===== config.mk =====
export PLATFORM = sky130hd
export DESIGN_NAME = pwm_audio_capture
export DESIGN_NICKNAME = d
export VERILOG_FILES = /design/src/rtl/pwm_cap_pkg.sv /design/src/rtl/pwm_cap_fifo.sv /design/src/rtl/pwm_audio_capture.sv
export SDC_FILE = /design/constraint.sdc
export NUM_CORES = 1
export LEC_CHECK = 0
export CAP_MARGIN = 20
export CORE_UTILIZATION = 60
export DETAILED_ROUTE_END_ITERATION = 6
export PLACE_DENSITY = 0.76
export RECOVER_POWER = 100
export SYNTH_ARGS = -nofsm -noshare
export SYNTH_HDL_FRONTEND = slang
export SYNTH_SLANG_ARGS = --single-unit
export TNS_END_PERCENT = 1

===== constraint.sdc =====
create_clock -name clk -period 2.5 [get_ports clk]
set_input_delay 0.375 -clock clk [delete_from_list [all_inputs] [get_ports clk]]
set_output_delay 0.375 -clock clk [all_outputs]
set_load 0.01 [all_outputs]

===== src/rtl/pwm_cap_pkg.sv =====
// rtl/pwm_cap_pkg.sv - shared state type, saturation constant and counter sizing for PWM capture
package pwm_cap_pkg;

    typedef enum logic [1:0] {
        IDLE    = 2'd0,
        HUNT    = 2'd1,
        MEASURE = 2'd2
    } cap_state_t;

    localparam logic [7:0] SAT_MAX = 8'hFF;

    // Counters must reach 2*PERIOD-1 (the no-edge timeout) without wrapping.
    function automatic int cnt_width(input int period);
        return $clog2(2 * period) + 1;
    endfunction

endpackage


===== src/rtl/pwm_cap_fifo.sv =====
// rtl/pwm_cap_fifo.sv - show-ahead synchronous FIFO with flush for captured samples
module pwm_cap_fifo #(
    parameter int DEPTH = 4,
    parameter int WIDTH = 8
) (
    input  logic             clk,
    input  logic             rst_n,
    input  logic             i_push,
    input  logic             i_pop,
    input  logic             i_flush,
    input  logic [WIDTH-1:0] i_data,
    output logic [WIDTH-1:0] o_data,
    output logic             o_full,
    output logic             o_empty
);

    localparam int AW = $clog2(DEPTH);

    logic [AW:0]      r_wr_ptr;
    logic [AW:0]      r_rd_ptr;
    logic [WIDTH-1:0] r_mem [DEPTH];
    logic             w_do_pop;
    logic             w_do_push;

    assign o_empty   = (r_wr_ptr == r_rd_ptr);
    assign o_full    = (r_wr_ptr[AW] != r_rd_ptr[AW]) &&
                       (r_wr_ptr[AW-1:0] == r_rd_ptr[AW-1:0]);
    assign o_data    = r_mem[r_rd_ptr[AW-1:0]];
    // A pop frees the slot being written, so push-when-full is accepted alongside a pop.
    assign w_do_pop  = i_pop & ~o_empty;
    assign w_do_push = i_push & (~o_full | w_do_pop);

    always_ff @(posedge clk or negedge rst_n) begin
        if (!rst_n) begin
            r_wr_ptr <= '0;
            r_rd_ptr <= '0;
            for (int i = 0; i < DEPTH; i++) begin
                r_mem[i] <= '0;
            end
        end else if (i_flush) begin
            r_wr_ptr <= '0;
            r_rd_ptr <= '0;
        end else begin
            if (w_do_push) begin
                r_mem[r_wr_ptr[AW-1:0]] <= i_data;
                r_wr_ptr                <= r_wr_ptr + (AW+1)'(1);
            end
            if (w_do_pop) begin
                r_rd_ptr <= r_rd_ptr + (AW+1)'(1);
            end
        end
    end

endmodule


===== src/rtl/pwm_audio_capture.sv =====
// rtl/pwm_audio_capture.sv - PWM audio to 8-bit PCM capture; define PWM_CAP_AVG_EN for two-sample averaging
module pwm_audio_capture
    import pwm_cap_pkg::*;
#(
    parameter int PERIOD     = 256,
    parameter int FIFO_DEPTH = 4
) (
    input  logic       clk,
    input  logic       rst_n,
    input  logic       enable,
    input  logic       pwm_in,
    output logic [7:0] sample_out,
    output logic       sample_valid,
    input  logic       sample_ready,
    output logic       locked,
    output logic       overflow
);

    localparam int             CW       = cnt_width(PERIOD);
    localparam logic [CW-1:0]  TIMEOUT  = CW'(2 * PERIOD - 1);
    localparam logic [CW-1:0]  SAT_WIDE = CW'(SAT_MAX);

    logic          r_s1, r_s2, r_s3;
    logic          w_rise;
    cap_state_t    r_state, w_state_next;
    logic [CW-1:0] r_frame_cnt, r_high_cnt;
    logic          w_push, w_flush, w_pop;
    logic [7:0]    w_raw, w_sample;
    logic          w_full, w_empty;
    logic          r_locked, r_overflow;

    always_ff @(posedge clk or negedge rst_n) begin
        if (!rst_n) begin
            r_s1 <= 1'b0;
            r_s2 <= 1'b0;
            r_s3 <= 1'b0;
        end else begin
            r_s1 <= pwm_in;
            r_s2 <= r_s1;
            r_s3 <= r_s2;
        end
    end

    assign w_rise = r_s2 & ~r_s3;

    always_ff @(posedge clk or negedge rst_n) begin
        if (!rst_n) begin
            r_state <= IDLE;
        end else begin
            r_state <= w_state_next;
        end
    end

    always_comb begin
        w_state_next = r_state;
        if (!enable) begin
            w_state_next = IDLE;
        end else begin
            case (r_state)
                IDLE:    w_state_next = HUNT;
                HUNT:    if (w_rise) w_state_next = MEASURE;
                MEASURE: w_state_next = MEASURE;
                default: w_state_next = IDLE;
            endcase
        end
    end

    // A rising edge closes a frame; otherwise a stuck line reports full-scale or silence.
    always_comb begin
        w_push  = 1'b0;
        w_raw   = 8'h00;
        w_flush = 1'b0;
        if (!enable || r_state == IDLE) begin
            w_flush = 1'b1;
        end else if (r_state == MEASURE) begin
            if (w_rise) begin
                w_push = 1'b1;
                w_raw  = (r_high_cnt >= SAT_WIDE) ? SAT_MAX : r_high_cnt[7:0];
            end else if (r_frame_cnt == TIMEOUT) begin
                w_push = 1'b1;
                w_raw  = r_s2 ? SAT_MAX : 8'h00;
            end
        end
    end

    always_ff @(posedge clk or negedge rst_n) begin
        if (!rst_n) begin
            r_frame_cnt <= '0;
            r_high_cnt  <= '0;
        end else if (!enable || r_state == IDLE) begin
            r_frame_cnt <= '0;
            r_high_cnt  <= '0;
        end else if (w_rise) begin
            r_frame_cnt <= CW'(1);
            r_high_cnt  <= CW'(1);
        end else if (r_state == MEASURE) begin
            if (r_frame_cnt == TIMEOUT) begin
                r_frame_cnt <= '0;
                r_high_cnt  <= '0;
            end else begin
                r_frame_cnt <= r_frame_cnt + CW'(1);
                r_high_cnt  <= r_high_cnt + {{(CW-1){1'b0}}, r_s2};
            end
        end
    end

`ifdef PWM_CAP_AVG_EN
    logic [7:0] r_prev;
    logic       r_have_prev;
    logic [8:0] w_sum;

    assign w_sum    = {1'b0, w_raw} + {1'b0, r_prev} + 9'd1;
    assign w_sample = r_have_prev ? w_sum[8:1] : w_raw;

    always_ff @(posedge clk or negedge rst_n) begin
        if (!rst_n) begin
            r_prev      <= 8'h00;
            r_have_prev <= 1'b0;
        end else if (!enable || r_state != MEASURE) begin
            r_have_prev <= 1'b0;
        end else if (w_push) begin
            r_prev      <= w_raw;
            r_have_prev <= 1'b1;
        end
    end
`else
    assign w_sample = w_raw;
`endif

    assign w_pop = ~w_empty & sample_ready;

    pwm_cap_fifo #(
        .DEPTH (FIFO_DEPTH),
        .WIDTH (8)
    ) u_fifo (
        .clk     (clk),
        .rst_n   (rst_n),
        .i_push  (w_push),
        .i_pop   (w_pop),
        .i_flush (w_flush),
        .i_data  (w_sample),
        .o_data  (sample_out),
        .o_full  (w_full),
        .o_empty (w_empty)
    );

    always_ff @(posedge clk or negedge rst_n) begin
        if (!rst_n) begin
            r_locked   <= 1'b0;
            r_overflow <= 1'b0;
        end else begin
            r_locked <= (w_state_next == MEASURE);
            if (w_flush) begin
                r_overflow <= 1'b0;
            end else if (w_push && w_full && !w_pop) begin
                r_overflow <= 1'b1;
            end
        end
    end

    assign sample_valid = ~w_empty;
    assign locked       = r_locked;
    assign overflow     = r_overflow;

endmodule

### Word level (Yosys, flattened, before mapping)

Cells that the tools add are included.

| storage, ports and cells | value |
|---|---|
| register bits | 65 |
| output and inout port bits | 11 |

| operators by class | value |
|---|---|
| add/sub/neg operators | 4 |
| magnitude comparators | 4 |
| eq/ne operators | 7 |
| muxes and demuxes | 34 |
| bitwise gates (word level) | 11 |
| reductions and logical operators | 13 |

Operators with widths:

| kind | count |
|---|---|
| 2-to-1 mux 10 bit | 8 |
| 2-to-1 mux 8 bit | 9 |
| bitwise mux 32 bit | 1 |
| binary-select mux 8 bit (select 2 bit) | 1 |
| demux 8 bit (select 2 bit) | 1 |
| 2-to-1 mux 3 bit | 4 |
| adder 10 x 1 -> 10 bit | 1 |
| adder 10 x 1 -> 10 bit, second input constant | 1 |
| equality test 10 x 9 -> 1 bit, second input constant | 1 |
| >= comparator 10 x 8 -> 1 bit, second input constant | 1 |
| 2-to-1 mux 1 bit | 7 |
| adder 3 x 1 -> 3 bit, second input constant | 2 |
| >= comparator 3 bit, second input constant | 2 |
| NOT 2 -> 3 bit | 2 |
| one-hot mux 2 bit (3 select lines) | 1 |
| nonzero test 2 bit | 3 |
| AND 1 bit | 4 |
| equality test 2 bit, second input constant | 2 |
| logical AND 1 bit | 4 |
| 2-to-1 mux 2 bit | 2 |
| NOT 1 bit | 4 |
| equality test 3 bit | 1 |
| less-than comparator 3 x 1 -> 1 bit, second input constant | 1 |
| nonzero test 3 bit | 1 |
| other kinds (8) | 9 |

### Longest topological paths before layout

Gate-level depths: netlist of run 1.

| logic depth | value |
|---|---|
| word-level depth | 9 |
| gate-level depth with buffers | 6 |

### By module

From an unflattened synthesis of run 1, not the netlist that was laid out.

| second synthesis, totals | value |
|---|---|
| cells, all modules | 291 |
| area total of the unflattened synthesis | 3568.4 µm² |

By module, submodules not included:

| module | instances | cells each | area each (µm²) | sequential area each (µm²) |
|---|---|---|---|---|
| pwm_cap_fifo | 1 | 131 | 1981.9 | 950.9 |
| pwm_audio_capture | 1 | 160 | 1586.5 | 675.6 |

### Worst setup path after synthesis of run 1

No wires, ideal clock.

| timing path | value |
|---|---|
| path kind | reg-to-reg |
| start | register r_frame_cnt[0] |
| end | register u_fifo.r_mem[13] in the netlist's numbering |
| arrival time | 1802 ps |
| data required time | 2372 ps |
| slack | 570 ps |
| cell stages (with the launch flop) | 6 |
| path buffers | 0 |
| clock period less this slack | 1930 ps |
| path through | dfrtp_1 ha_1 nand4_2 o31ai_4 nand3_4 mux2_1 |

| between the ends | value |
|---|---|
| longest elaborated chain between the ends | 7 |
| elaborated cells on any way between the ends | 12 |

Ends and longest elaborated chain:

| element | RTL line | text |
|---|---|---|
| start, declared | pwm_audio_capture.sv:26 | `logic [CW-1:0] r_frame_cnt, r_high_cnt;` |
| start signal, assigned | pwm_audio_capture.sv:101 | `r_frame_cnt <= r_frame_cnt + CW'(1);` |
| equality test 10 x 9 -> 1 bit (*) | pwm_audio_capture.sv:79 | `end else if (r_frame_cnt == TIMEOUT) begin` |
| 2-to-1 mux 1 bit | pwm_audio_capture.sv:79 |  |
| 2-to-1 mux 1 bit | pwm_audio_capture.sv:76 | `if (w_rise) begin` |
| 2-to-1 mux 1 bit | pwm_audio_capture.sv:75 | `end else if (r_state == MEASURE) begin` |
| 2-to-1 mux 1 bit | pwm_audio_capture.sv:73 | `if (!enable \|\| r_state == IDLE) begin` |
| AND 1 bit | pwm_cap_fifo.sv:31 | `assign w_do_push = i_push & (~o_full \| w_do_pop);` |
| AND reduction 2 bit (no source line) | n/a |  |
| end signal, assigned by index | pwm_cap_fifo.sv:45 | `r_mem[r_wr_ptr[AW-1:0]] <= i_data;` |
| end, declared | pwm_cap_fifo.sv:21 | `logic [WIDTH-1:0] r_mem [DEPTH];` |

Every way passes the cells marked *; elsewhere a longest branch is shown, timed or not.
A chain may end at the register's enable or synchronous reset.

### Final worst setup path of run 1

| timing path | value |
|---|---|
| start | register u_fifo.r_rd_ptr[0] |
| end | output sample_out[0] |

| between the ends | value |
|---|---|
| longest elaborated chain between the ends | 4 |

Ends and longest elaborated chain:

| element | RTL line | text |
|---|---|---|
| start, declared | pwm_cap_fifo.sv:20 | `logic [AW:0] r_rd_ptr;` |
| start signal, assigned | pwm_cap_fifo.sv:49 | `r_rd_ptr <= r_rd_ptr + (AW+1)'(1);` |
| NOT 2 -> 3 bit (not written as such) | pwm_cap_fifo.sv:28 | `assign o_data = r_mem[r_rd_ptr[AW-1:0]];` |
| binary-select mux 8 bit (select 2 bit) | pwm_cap_fifo.sv:28 |  |
| 2-to-1 mux 8 bit (not written as such) (2 in series) | pwm_cap_fifo.sv:28 |  |
| end, declared | pwm_audio_capture.sv:12 | `output logic [7:0] sample_out,` |

Every way passes these cells. The select of a mux whose other input is x is not followed.

==> results.ini, run 1 <==
[status]
run_status=finished with violations
failed_checks=max-capacitance violations, max-slew violations

[yosys]
synth_sequential_area_ratio=0.4952
synth_area_per_cell_sq_um=12.21
post_synth_main_area_contributors=dfrtp_1 50%, mux2_2 9.9%, mux4_2 5.5%
synth_cells=269
mux_share_of_post_synthesis_cell_area=0.1733
synthesis.area_sq_mm=0.003284
synth-warning-count=0
synth.ff_latch_count=65
compound_cell_area_share_of_the_yosys_netlist=0.1242
synth_top_area_share=0.4952
ys_async_sr_fraction=1.000
yosys.area_share.adder=0.03048
postSynthNetCount=282
synthXorXnorAreaFrac=0.02667
synth_cell_types=51
synth-edff-count=0
synth_top_cell_by_area=dfrtp_1
synth_top_family_by_area=multiplexers
ys.flop_type=dfrtp_1
yosys.area_share.simple=0.1307

[clock_network]
numCtsBuffers=9
number_of_post_cts_setup_repair_buffers=0
clk-insertion-delay-late_ps=340
cts.htree.levels=3
cts_sinks=65
cts.reportedPaths.clkPinSlew_ps=70
cts-root-to-sink-buffers=2
clockRootBuffer=clkbuf_8
cts_tree=yes

[sta]
timing.final.setup_violations=0
setup_repair_after_global_routing_missed_its_margin=false
fin_setup_tns_ps=0
clock.fmax_mhz=419.1
final-max-slew-violation-count=66
timing.max_slew.rel_slack=-0.05630
finClkSkew_ps=5.971
report.final.hold_viol_count=0
final_critical_delay_including_setup_and_external_delays_ps=2386
tightest_slew_ps=1584
layout_worst_path_cycle_share=0.9544

[power_and_ir_drop]
fin_total_pwr_uw=2187
vdd.ir_drop.worst_mv=0.4454
p_per_area_mw_per_mm2=593.1
leakagePower_uw=0.001680

[placed_design]
place.port_buffers=15
place_congestion=0.8051
placed_cells_incl_taps=353
place_hpwl_mm=4.266
post_dp_cell_area_sq_mm=0.003541

[routing]
postRouteWirelength_mm=6.305
drtAntennaViolNets=0
viasPerCell=6.133
drt_first_pass_iters=4
drcViolationCount=0
initialDrtViolationCount=184
route.vias.total=2263
wl_per_cell_microns=17.09

[global_routing]
initial_antenna_violation_count=0
global_route.usage.met2=0.3945
grt_overflow=0
track_usage=0.2503
vias_in_the_first_global_route=2315
routing_layer_with_the_top_usage_in_global_route=met2
use_met3=0.03593
grt_use_met1=0.3437
grt_max_degree=66
grt_pass1_wl_mm=11.12

[critical_path]
critPathLaunchType=register
timing_worst_setup_path_type=register to output pin
cpMaxStageDelayCell=mux4_2
r2r_cells=6
crit_path_max_fanout=8
list_of_cells_traversed_by_the_critical_path=buf_6 -> mux4_2 -> clkdlybuf4s50_1
cp.required_ps=2120
maximum_single_stage_delay_on_the_critical_path_ps=530
timing.critical_path.to_type=output pin
arrival_ps=2010

[final_layout]
final_util=0.7084
layout-area-overhead-vs-synth_pct=12.27
final_cell_count_no_fill=369
mostFrequentLayoutCell=dfrtp_1
num-nets-final=307
post_route_cells_drive_above_1_share=0.2241
final_design_area_no_fill_sq_mm=0.003687
final_cell_mix=65 x dfrtp_1, 29 x mux2_2, 19 x nand2_1
antenna_cells_inserted=0

[flow_run]
drv_cap=1

[floorplanning]
chipHeight_microns=75.99
ioPinCount=16
die_width_microns=75.99
row_count=26
die_area_sq_mm=0.005774
coreArea_sq_mm=0.005205
start_util=0.6310

[min_path]
hold_class=register to register
min_path_cells=0

layout make-up:
| type | instances | area, sq um |
|---|---|---|
| clock buffers | 11 | 131.4 |
| clock inverters | 5 | 80.08 |
| fillers | 387 | 1518 |
| inverters | 4 | 15.01 |
| multi-input cells | 191 | 1544 |
| flip-flops and latches | 65 | 1627 |
| well taps | 70 | 87.58 |
| repair buffers | 23 | 202.7 |
registers in the layout (all words and copies together), names as in the netlist:
register         count
u_fifo.r_wr_ptr      3
u_fifo.r_mem        32
locked               1
u_fifo.r_rd_ptr      3
r_high_cnt          10
r_frame_cnt         10
r_s1                 1
overflow             1
r_s2                 1
r_s3                 1
r_state              2
routing by layer:
metal | part of all wire | wire, microns | up-vias
met3 | 0.029 | 180 | 13
li1 | - | - | 1057
met5 | 0 | 0 | -
met1 | 0.47 | 2966 | 1135
met2 | 0.48 | 3016 | 58
met4 | 0.022 | 141 | 0
cells in the mapped netlist, types with 4 or more instances:
cell type and number:
mux2i_1 4, mux2_2 29, mux4_2 8, o21a_1 8, o31ai_1 5, a22o_1 4, dfrtp_1 65, a21oi_1 12
or3_1 6, nand2_1 19, xor2_1 7, ha_1 8, nand3_1 7, nand3_4 4, nor2_1 14, inv_1 4
o21ai_0 13
kinds of logic (layout without fill, tap and decap cells):
kind of cell | count (synthesis) | in the layout
compound gates | 58 | 58
xor+xnor | 10 | 10
fa+ha+maj | 8 | 8
buf+inv | 13 | 43
flops | 65 | 65
mux | 43 | 43
simple gates | 72 | 72
final timing paths:
path                                                      from  slack, ps                      endpoint
worst min register to register                  r_s1$_DFF_PN0_        350                r_s2$_DFF_PN0_
worst max register to register      r_frame_cnt[0]$_DFFE_PN0P_        290  u_fifo.r_mem[13]$_DFFE_PN0P_
min in group asynchronous                                rst_n        510  u_fifo.r_mem[30]$_DFFE_PN0P_
worst max-delay path            u_fifo.r_rd_ptr[0]$_DFFE_PN0P_        110                 sample_out[0]
max in group asynchronous                                rst_n       1040    r_frame_cnt[5]$_DFFE_PN0P_
worst min-delay path                            r_s1$_DFF_PN0_        350                r_s2$_DFF_PN0_
critical path, delay by kind of cell, from the launching register on:
| family | cells | cell delay (ps) |
|---|---|---|
| buf+inv | 2 | 690 |
| flops | 1 | 450 |
| mux | 1 | 530 |
through the flow:
step | hold slack [ps] | setup slack (ps)
after global placement | 336.0 | 323.4
after detailed placement | 334.7 | 275.3
after floorplan | 79.41 | 570.0
final | 349.4 | 114.1
after global routing | 363.9 | 43.99
after CTS | 52.75 | 44.21
what timing repair did:
item	4_1_cts	5_1_grt
gates resized for setup	0	1
endpoints found under the setup margin	0	1
hold buffers	0	0
endpoints found under the hold margin	0	0
power breakdown:
group | total [uW] | internal (uW) | switching (uW)
logic | 141 | 59.7 | 81.6
clock network | 960 | 560 | 400
registers | 1090 | 1070 | 17.2
total | 2190 | 1690 | 499
(Power assumes the default switching activity.)
==> run 2: changes to the inputs <==
CORE_UTILIZATION = 62   (was 60)
CTS_BUF_LIST = sky130_fd_sc_hd__clkbuf_8   (was not set)
PLACE_DENSITY = 0.79   (was 0.76)
clock period = 2.4 ns   (was 2.5 ns; I/O delays follow)
==> run 2 against run 1 <==
  * The run still ends with max-capacitance violations, max-slew violations left
  * Global-route usage rose by 0.41 points
  * Die area fell by 3.1%
  * Final area rose by 0.71%
  * Critical path type unchanged
  * Largest cell class unchanged
  * Largest power group unchanged
  * Highest routed layer unchanged
==> results.ini, run 2 (same netlist as run 1, synthesis figures left out) <==
[power_and_ir_drop]
switching_power_share_of_the_total=0.2410  ; was 0.2280
clock_power_share=0.420  ; was 0.439
combinationalPowerShare=0.068  ; was 0.065
power_switching_uw=532.0  ; was 498.6 uW
vdd.ir_drop.worst_mv=0.4359  ; was 0.4454 mV
cell_internal_pwr_uw=1676  ; was 1689 uW
leakagePower_uw=0.001673  ; was 0.001680 uW
p_per_area_mw_per_mm2=594.5  ; was 593.1 mW/mm^2
p_seq_frac=0.512  ; was 0.496

[global_routing]
grt_overflow=0  ; unchanged
initial_antenna_violation_count=0  ; unchanged
track_usage=0.2544  ; was 0.2503
grt_max_degree=66  ; unchanged
grt_pass1_wl_mm=10.35  ; was 11.12 mm
vias_in_the_first_global_route=2120  ; was 2,315

[clock_network]
cts.htree.levels=3  ; unchanged
cts-root-to-sink-buffers=2  ; unchanged
holdBufCountCts=0  ; unchanged
numCtsBuffers=9  ; unchanged
number_of_post_cts_setup_repair_buffers=0  ; unchanged
clockRootBuffer=clkbuf_8  ; unchanged
cts_tree=yes  ; unchanged
clk-insertion-delay-late_ps=340  ; about the same
cts_sinks=65  ; unchanged
cts.reportedPaths.clkPinSlew_ps=70  ; about the same

[critical_path]
critPathLaunchType=register  ; unchanged
timing_worst_setup_path_type=register to output pin  ; unchanged
r2r_start=r_frame_cnt[0]$_DFFE_PN0P_  ; unchanged
reg2reg_setup_slack_ps=190  ; was 290 ps
cp.required_ps=2040  ; was 2120 ps
arrival_ps=1950  ; was 2010 ps
timing.critical_path.to_type=output pin  ; unchanged
critical_r2r_capture=u_fifo.r_mem[13]$_DFFE_PN0P_  ; unchanged
list_of_cells_traversed_by_the_critical_path=buf_6 -> mux4_2 -> clkdlybuf4s50_1  ; unchanged
crit_path_max_fanout=8  ; unchanged
critical_path.n_buffers_inverters=2  ; unchanged
crit_family=buffers and inverters  ; unchanged
maximum_single_stage_delay_on_the_critical_path_ps=510  ; was 530 ps
r2r_cells=5  ; was 6
cpMaxStageDelayCell=clkdlybuf4s50_1  ; was mux4_2

[min_path]
timing.hold.worst_endpoint=r_s2$_DFF_PN0_  ; unchanged
worst_hold_startpoint=r_s1$_DFF_PN0_  ; unchanged
min_path_cells=0  ; unchanged
hold_class=register to register  ; unchanged

[floorplanning]
row_count=26  ; unchanged
start_util=0.6431  ; was 0.6310
ioPinCount=16  ; unchanged
die_area_sq_mm=0.005593  ; was 0.005774 sq mm
chipHeight_microns=74.79  ; was 75.99 microns
die_width_microns=74.79  ; was 75.99 microns
coreArea_sq_mm=0.005107  ; was 0.005205 sq mm

[sta]
report.final.hold_viol_count=0  ; unchanged
final_critical_delay_including_setup_and_external_delays_ps=2306
setup_repair_after_global_routing_missed_its_margin=false  ; unchanged
final-max-slew-violation-count=66  ; unchanged
timing.final.setup_violations=0  ; unchanged
fin_setup_tns_ps=0  ; unchanged
clock.fmax_mhz=433.6
finClkSkew_ps=9.097  ; was 5.971 ps
layout_setup_ws_ps=93.83  ; was 114.1 ps
tightest_slew_ps=1556  ; was 1584 ps
layout_worst_path_cycle_share=0.9609
timing.max_slew.rel_slack=-0.03752  ; was -0.05630

[routing]
route.vias.total=2240  ; was 2,263
viasPerCell=6.070  ; was 6.133
drt_first_pass_iters=5  ; was 4
drtAntennaViolNets=0  ; unchanged
postRouteWirelength_mm=6.342  ; was 6.305 mm
wl_per_cell_microns=17.19  ; was 17.09 microns
initialDrtViolationCount=106  ; was 184
drcViolationCount=0  ; unchanged

[status]
run_status=finished with violations  ; unchanged
failed_checks=max-capacitance violations, max-slew violations  ; unchanged

[final_layout]
antenna_cells_inserted=0  ; unchanged
num-nets-final=307  ; unchanged
final_cell_mix=64 x dfrtp_1, 29 x mux2_2, 19 x nand2_1  ; was 65 x dfrtp_1, 29 x mux2_2, 19 x nand2_1
largest_reg_flops=32  ; unchanged
reg.largest.list=u_fifo.r_mem x32, r_frame_cnt x10, r_high_cnt x10  ; unchanged
final_cell_count_no_fill=369  ; unchanged
layout-area-overhead-vs-synth_pct=13.07  ; was 12.27%
largest_register=u_fifo.r_mem  ; unchanged
mostFrequentLayoutCell=dfrtp_1  ; unchanged
post_route_cells_drive_above_1_share=0.2308  ; was 0.2241

[placed_design]
place_hpwl_mm=4.477  ; was 4.266 mm
placed_cells_incl_taps=353  ; unchanged
dp_worst_setup_slack_ps=217.6  ; was 275.3 ps
place_congestion=0.8193  ; was 0.8051
place.port_buffers=15  ; unchanged

[flow_run]
drv_cap=1  ; unchanged

[run 2: how the worst max path moves through the flow]
stage / from / end / slack, ps / depth (start not counted)
2_1_floorplan: r_frame_cnt[0]$_DFFE_PN0P_ / u_fifo.r_mem[13]$_DFFE_PN0P_ / 470 / 5
3_3_place_gp: sample_ready / u_fifo.r_mem[6]$_DFFE_PN0P_ / 250 / 4
3_5_place_dp: sample_ready / u_fifo.r_mem[28]$_DFFE_PN0P_ / 220 / 4
4_1_cts: u_fifo.r_rd_ptr[0]$_DFFE_PN0P_ / sample_out[4] / 10 / 3
5_1_grt: u_fifo.r_rd_ptr[0]$_DFFE_PN0P_ / sample_out[1] / 20 / 3
6_report: u_fifo.r_rd_ptr[0]$_DFFE_PN0P_ / sample_out[4] / 90 / 3
[run 2: per-stage QoR]
stage          utilization  cell area [sq um]  power, uW  hold slack (ps)
2_1_floorplan            -               3284       1230            64.41
3_3_place_gp        0.6933               3541       1303            332.6
3_5_place_dp        0.6933               3541       1309            337.3
4_1_cts             0.7325               3741       2226            32.36
5_1_grt             0.7271               3714       2287            356.2
6_report            0.7271               3714       2208            352.3
[run 2: repair_timing]
item / in CTS / in global routing
endpoints found under the setup margin: 7 / 8
endpoints found under the hold margin: 0 / 0
gates resized for setup: 1 / 1
[run 2: layer usage]
metal / routed length, microns / vias to the layer above / share of wire / GRT usage
li1: - / 1052 / - / -
met1: 2962 / 1127 / 0.47 / 0.3528
met2: 3064 / 49 / 0.48 / 0.3934
met4: 108 / 0 / 0.017 / 0.09853
met3: 207 / 12 / 0.033 / 0.05622
met5: 0 / - / 0 / 0
[run 2: area by class of cell]
class	count	area, sq um
Multi-Input combinational cell	191	1588
Timing Repair Buffer	23	198.9
Sequential cell	65	1628
Tap cell	70	87.58
Clock inverter	6	58.81
Clock buffer	10	137.6
Inverter	4	15.01
Fill cell	373	1394
[run 2: worst reg2reg max path: stages (launching register included)]
cell and delay [ps]:
dfrtp_1 420, ha_1 270, nand4_1 240, o31ai_4 580, nand3_4 220, mux2_1 360
[run 2: power by group through the flow]
stage	Clock [uW]	Sequential (uW)	Combinational [uW]
after floorplan	0	1140	85.6
after global placement	0	1150	153
after detailed placement	0	1150	158
after CTS	938	1130	158
after global routing	987	1130	168
final	927	1130	151
==> run 3: changes to the inputs <==
ABC_AREA = 1   (was not set)
CORE_UTILIZATION = 63   (was 62)
PLACE_DENSITY = 0.8   (was 0.79)
==> run 3 against run 2 <==
  * The flow now finishes without violations
  * Global-route usage is 4.5 points higher
  * Critical path depth grew 3
  * Die area is 4.1% higher
  * Highest routed layer unchanged
==> results.ini, run 3 <==
[floorplanning]
coreArea_sq_mm=0.005205  ; was 0.005107 sq mm
die_area_sq_mm=0.005820  ; was 0.005593 sq mm
row_count=26  ; unchanged
die_width_microns=76.29  ; was 74.79 microns
ioPinCount=16  ; unchanged
chipHeight_microns=76.29  ; was 74.79 microns
start_util=0.6680  ; was 0.6431

[clock_network]
cts.reportedPaths.clkPinSlew_ps=80  ; was 70 ps
clk-insertion-delay-late_ps=350  ; was 340 ps
cts_resized=0  ; was 1
cts-root-to-sink-buffers=2  ; unchanged
clockRootBuffer=clkbuf_8  ; unchanged
number_of_post_cts_setup_repair_buffers=0  ; unchanged
cts_sinks=65  ; unchanged
numCtsBuffers=9  ; unchanged
cts_tree=yes  ; unchanged
cts.htree.levels=3  ; unchanged
holdBufCountCts=0  ; unchanged

[placed_design]
place_hpwl_mm=5.343  ; was 4.477 mm
post_dp_cell_area_sq_mm=0.003732  ; was 0.003541 sq mm
place.port_buffers=15  ; unchanged
place_congestion=0.9257  ; was 0.8193

[routing]
drcViolationCount=0  ; unchanged
route.vias.total=3114  ; was 2,240
wl_per_cell_microns=14.43  ; was 17.19 microns
initialDrtViolationCount=330  ; was 106
viasPerCell=5.601  ; was 6.070
postRouteWirelength_mm=8.022  ; was 6.342 mm
drt_first_pass_iters=5  ; unchanged
drtAntennaViolNets=0  ; unchanged

[sta]
fin_setup_tns_ps=0  ; unchanged
tightest_slew_ps=1360  ; was 1556 ps
setup_repair_after_global_routing_missed_its_margin=false  ; unchanged
finClkSkew_ps=10.45  ; was 9.097 ps
final_critical_delay_including_setup_and_external_delays_ps=2279  ; was 2306 ps
timing.max_slew.rel_slack=0.09336  ; was -0.03752
final-max-slew-violation-count=0  ; was 66
report.final.hold_viol_count=0  ; unchanged
layout_worst_path_cycle_share=0.9498  ; was 0.9609
timing.final.setup_violations=0  ; unchanged
clock.fmax_mhz=438.7  ; was 433.6 MHz

[power_and_ir_drop]
leakagePower_uw=0.002085  ; was 0.001673 uW
vdd.ir_drop.worst_mv=0.4961  ; was 0.4359 mV
p_per_area_mw_per_mm2=614.4  ; was 594.5 mW/mm^2

[yosys]
synth_cell_types=33  ; was 51
post_synth_most_frequent_cells=171 x nand2_1, 65 x dfrtp_1, 57 x nor2_1, 38 x inv_1, 24 x o21ai_0  ; was 65 x dfrtp_1, 29 x mux2_2, 19 x nand2_1, 14 x nor2_1, 13 x o21ai_0
synth-warning-count=0  ; unchanged
postSynthNetCount=469  ; was 282
synth_top_cell_by_area=dfrtp_1  ; unchanged
post_synth_main_area_contributors=dfrtp_1 47%, nand2_1 18%, nor2_1 6.2%  ; was dfrtp_1 50%, mux2_2 9.9%, mux4_2 5.5%
synth_top_area_share=0.4678  ; was 0.4952
ys_async_sr_fraction=1.000  ; unchanged
most_frequent_cell_after_synthesis=nand2_1  ; was dfrtp_1
synth_cells=456  ; was 269
synthesis.area_sq_mm=0.003477  ; was 0.003284 sq mm
synth-edff-count=0  ; unchanged
synth_area_per_cell_sq_um=7.625  ; was 12.21 sq um
synth_sequential_area_ratio=0.4678  ; was 0.4952
ys.flop_type=dfrtp_1  ; unchanged
synth.ff_latch_count=65  ; unchanged

[global_routing]
grt_max_degree=43  ; was 66
initial_antenna_violation_count=0  ; unchanged
vias_in_the_first_global_route=2899  ; was 2,120
grt_overflow=0  ; unchanged
track_usage=0.2995  ; was 0.2544
grt_pass1_wl_mm=13.46  ; was 10.35 mm

[flow_run]
drv_cap=0  ; was 1

[final_layout]
largest_reg_flops=32  ; unchanged
final_design_area_no_fill_sq_mm=0.003913  ; was 0.003714 sq mm
largest_register=u_fifo.r_mem  ; unchanged
final_cell_mix=171 x nand2_1, 65 x dfrtp_1, 58 x nor2_1  ; was 64 x dfrtp_1, 29 x mux2_2, 19 x nand2_1
num-nets-final=494  ; was 307
nFillCells=398  ; was 373
antenna_cells_inserted=0  ; unchanged
mostFrequentLayoutCell=nand2_1  ; was dfrtp_1
final_util=0.7517  ; was 0.7271
reg.largest.list=u_fifo.r_mem x32, r_frame_cnt x10, r_high_cnt x10  ; unchanged
post_route_cells_drive_above_1_share=0.08025  ; was 0.2308
layout-area-overhead-vs-synth_pct=12.52  ; was 13.07%

[critical_path]
crit_path_max_fanout=19  ; was 8
r2r_cells=7  ; was 5
cp.required_ps=2040  ; about the same
arrival_ps=1920  ; was 1950 ps
timing_worst_setup_path_type=register to output pin  ; unchanged
critPathLaunchType=register  ; unchanged
timing.critical_path.to_type=output pin  ; unchanged

[min_path]
hold_class=input pin to async pin  ; was register to register

[status]
run_status=completed  ; was finished with violations

## run 3: changes by cell type after synthesis, sizes merged, moves of 6 or more
cell   previous run  this run
nand2            19       175
o21a              8         0
o21ai            14        26
a21oi            13         7
o22ai             0         9
o31ai             6         0
nand3            11        25
nand4             2        10
mux2             31         0
or3               6         0
nor2             14        66
inv               4        43
mux4              8         0
## run 3: logic make-up (layout without fill, tap and decap cells)
family / count (synthesis) / in the layout / synth area share
xor+xnor: 5 / 5 / 0.01259
flops: 65 / 65 / 0.4678
simple gates: 281 / 281 / 0.3616
compound gates: 46 / 46 / 0.07161
buf+inv: 51 / 81 / 0.05757
fa+ha+maj: 8 / 8 / 0.02879
## run 3: worst paths after layout
path / from / end / slack [ps]
min in group clk: r_s1$_DFF_PN0_ / r_s2$_DFF_PN0_ / 360
worst min-delay path: rst_n / r_frame_cnt[6]$_DFFE_PN0P_ / 290
worst max-delay path: u_fifo.r_rd_ptr[0]$_DFFE_PN0P_ / sample_valid / 120
worst max register to register: r_s2$_DFF_PN0_ / u_fifo.r_mem[11]$_DFFE_PN0P_ / 260
worst min register to register: r_s1$_DFF_PN0_ / r_s2$_DFF_PN0_ / 360
max in group asynchronous: rst_n / r_s3$_DFF_PN0_ / 1240
## run 3: layout make-up
type,instances,area (sq um),area share
clock buffer,11,151.4,0.03870
tap,70,87.58,0.02239
inverter,44,165.2,0.04221
multi-input combinational,340,1625,0.4154
clock inverter,5,55.05,0.01407
timing repair buffer,21,201.4,0.05149
sequential,65,1627,0.4157
## run 3: per-layer routing
layer / GRT usage / part of all wire
met5: 0 / 0
met4: 0.1154 / 0.018
met3: 0.03952 / 0.056
met2: 0.4712 / 0.47
met1: 0.4247 / 0.45
## run 3: stage by stage
stage / power [uW] / hold slack, ps / cells / worst slack, ps
after floorplan: 1336 / 64.41 / 456 / 852.1
after global placement: 1456 / 338.4 / 540 / 388.3
after detailed placement: 1463 / 342.6 / 540 / 248.0
after CTS: 2419 / 6.420 / 556 / 159.8
after global routing: 2488 / 377.1 / 556 / 59.90
final: 2404 / 294.3 / 556 / 120.6
## run 3: report_power, final
group / internal (uW) / total (uW) / switching (uW)
combinational: 109 / 293 / 184
sequential: 1120 / 1140 / 18.9
clock: 532 / 970 / 438
## run 3: critical path, stage by stage (launching register included)
cell and delay [ps]:
dfrtp_1 400, buf_4 210, nand2_1 80, nand2_1 50, nor2_1 140, nand2_1 90
dlygate4sd3_1 600
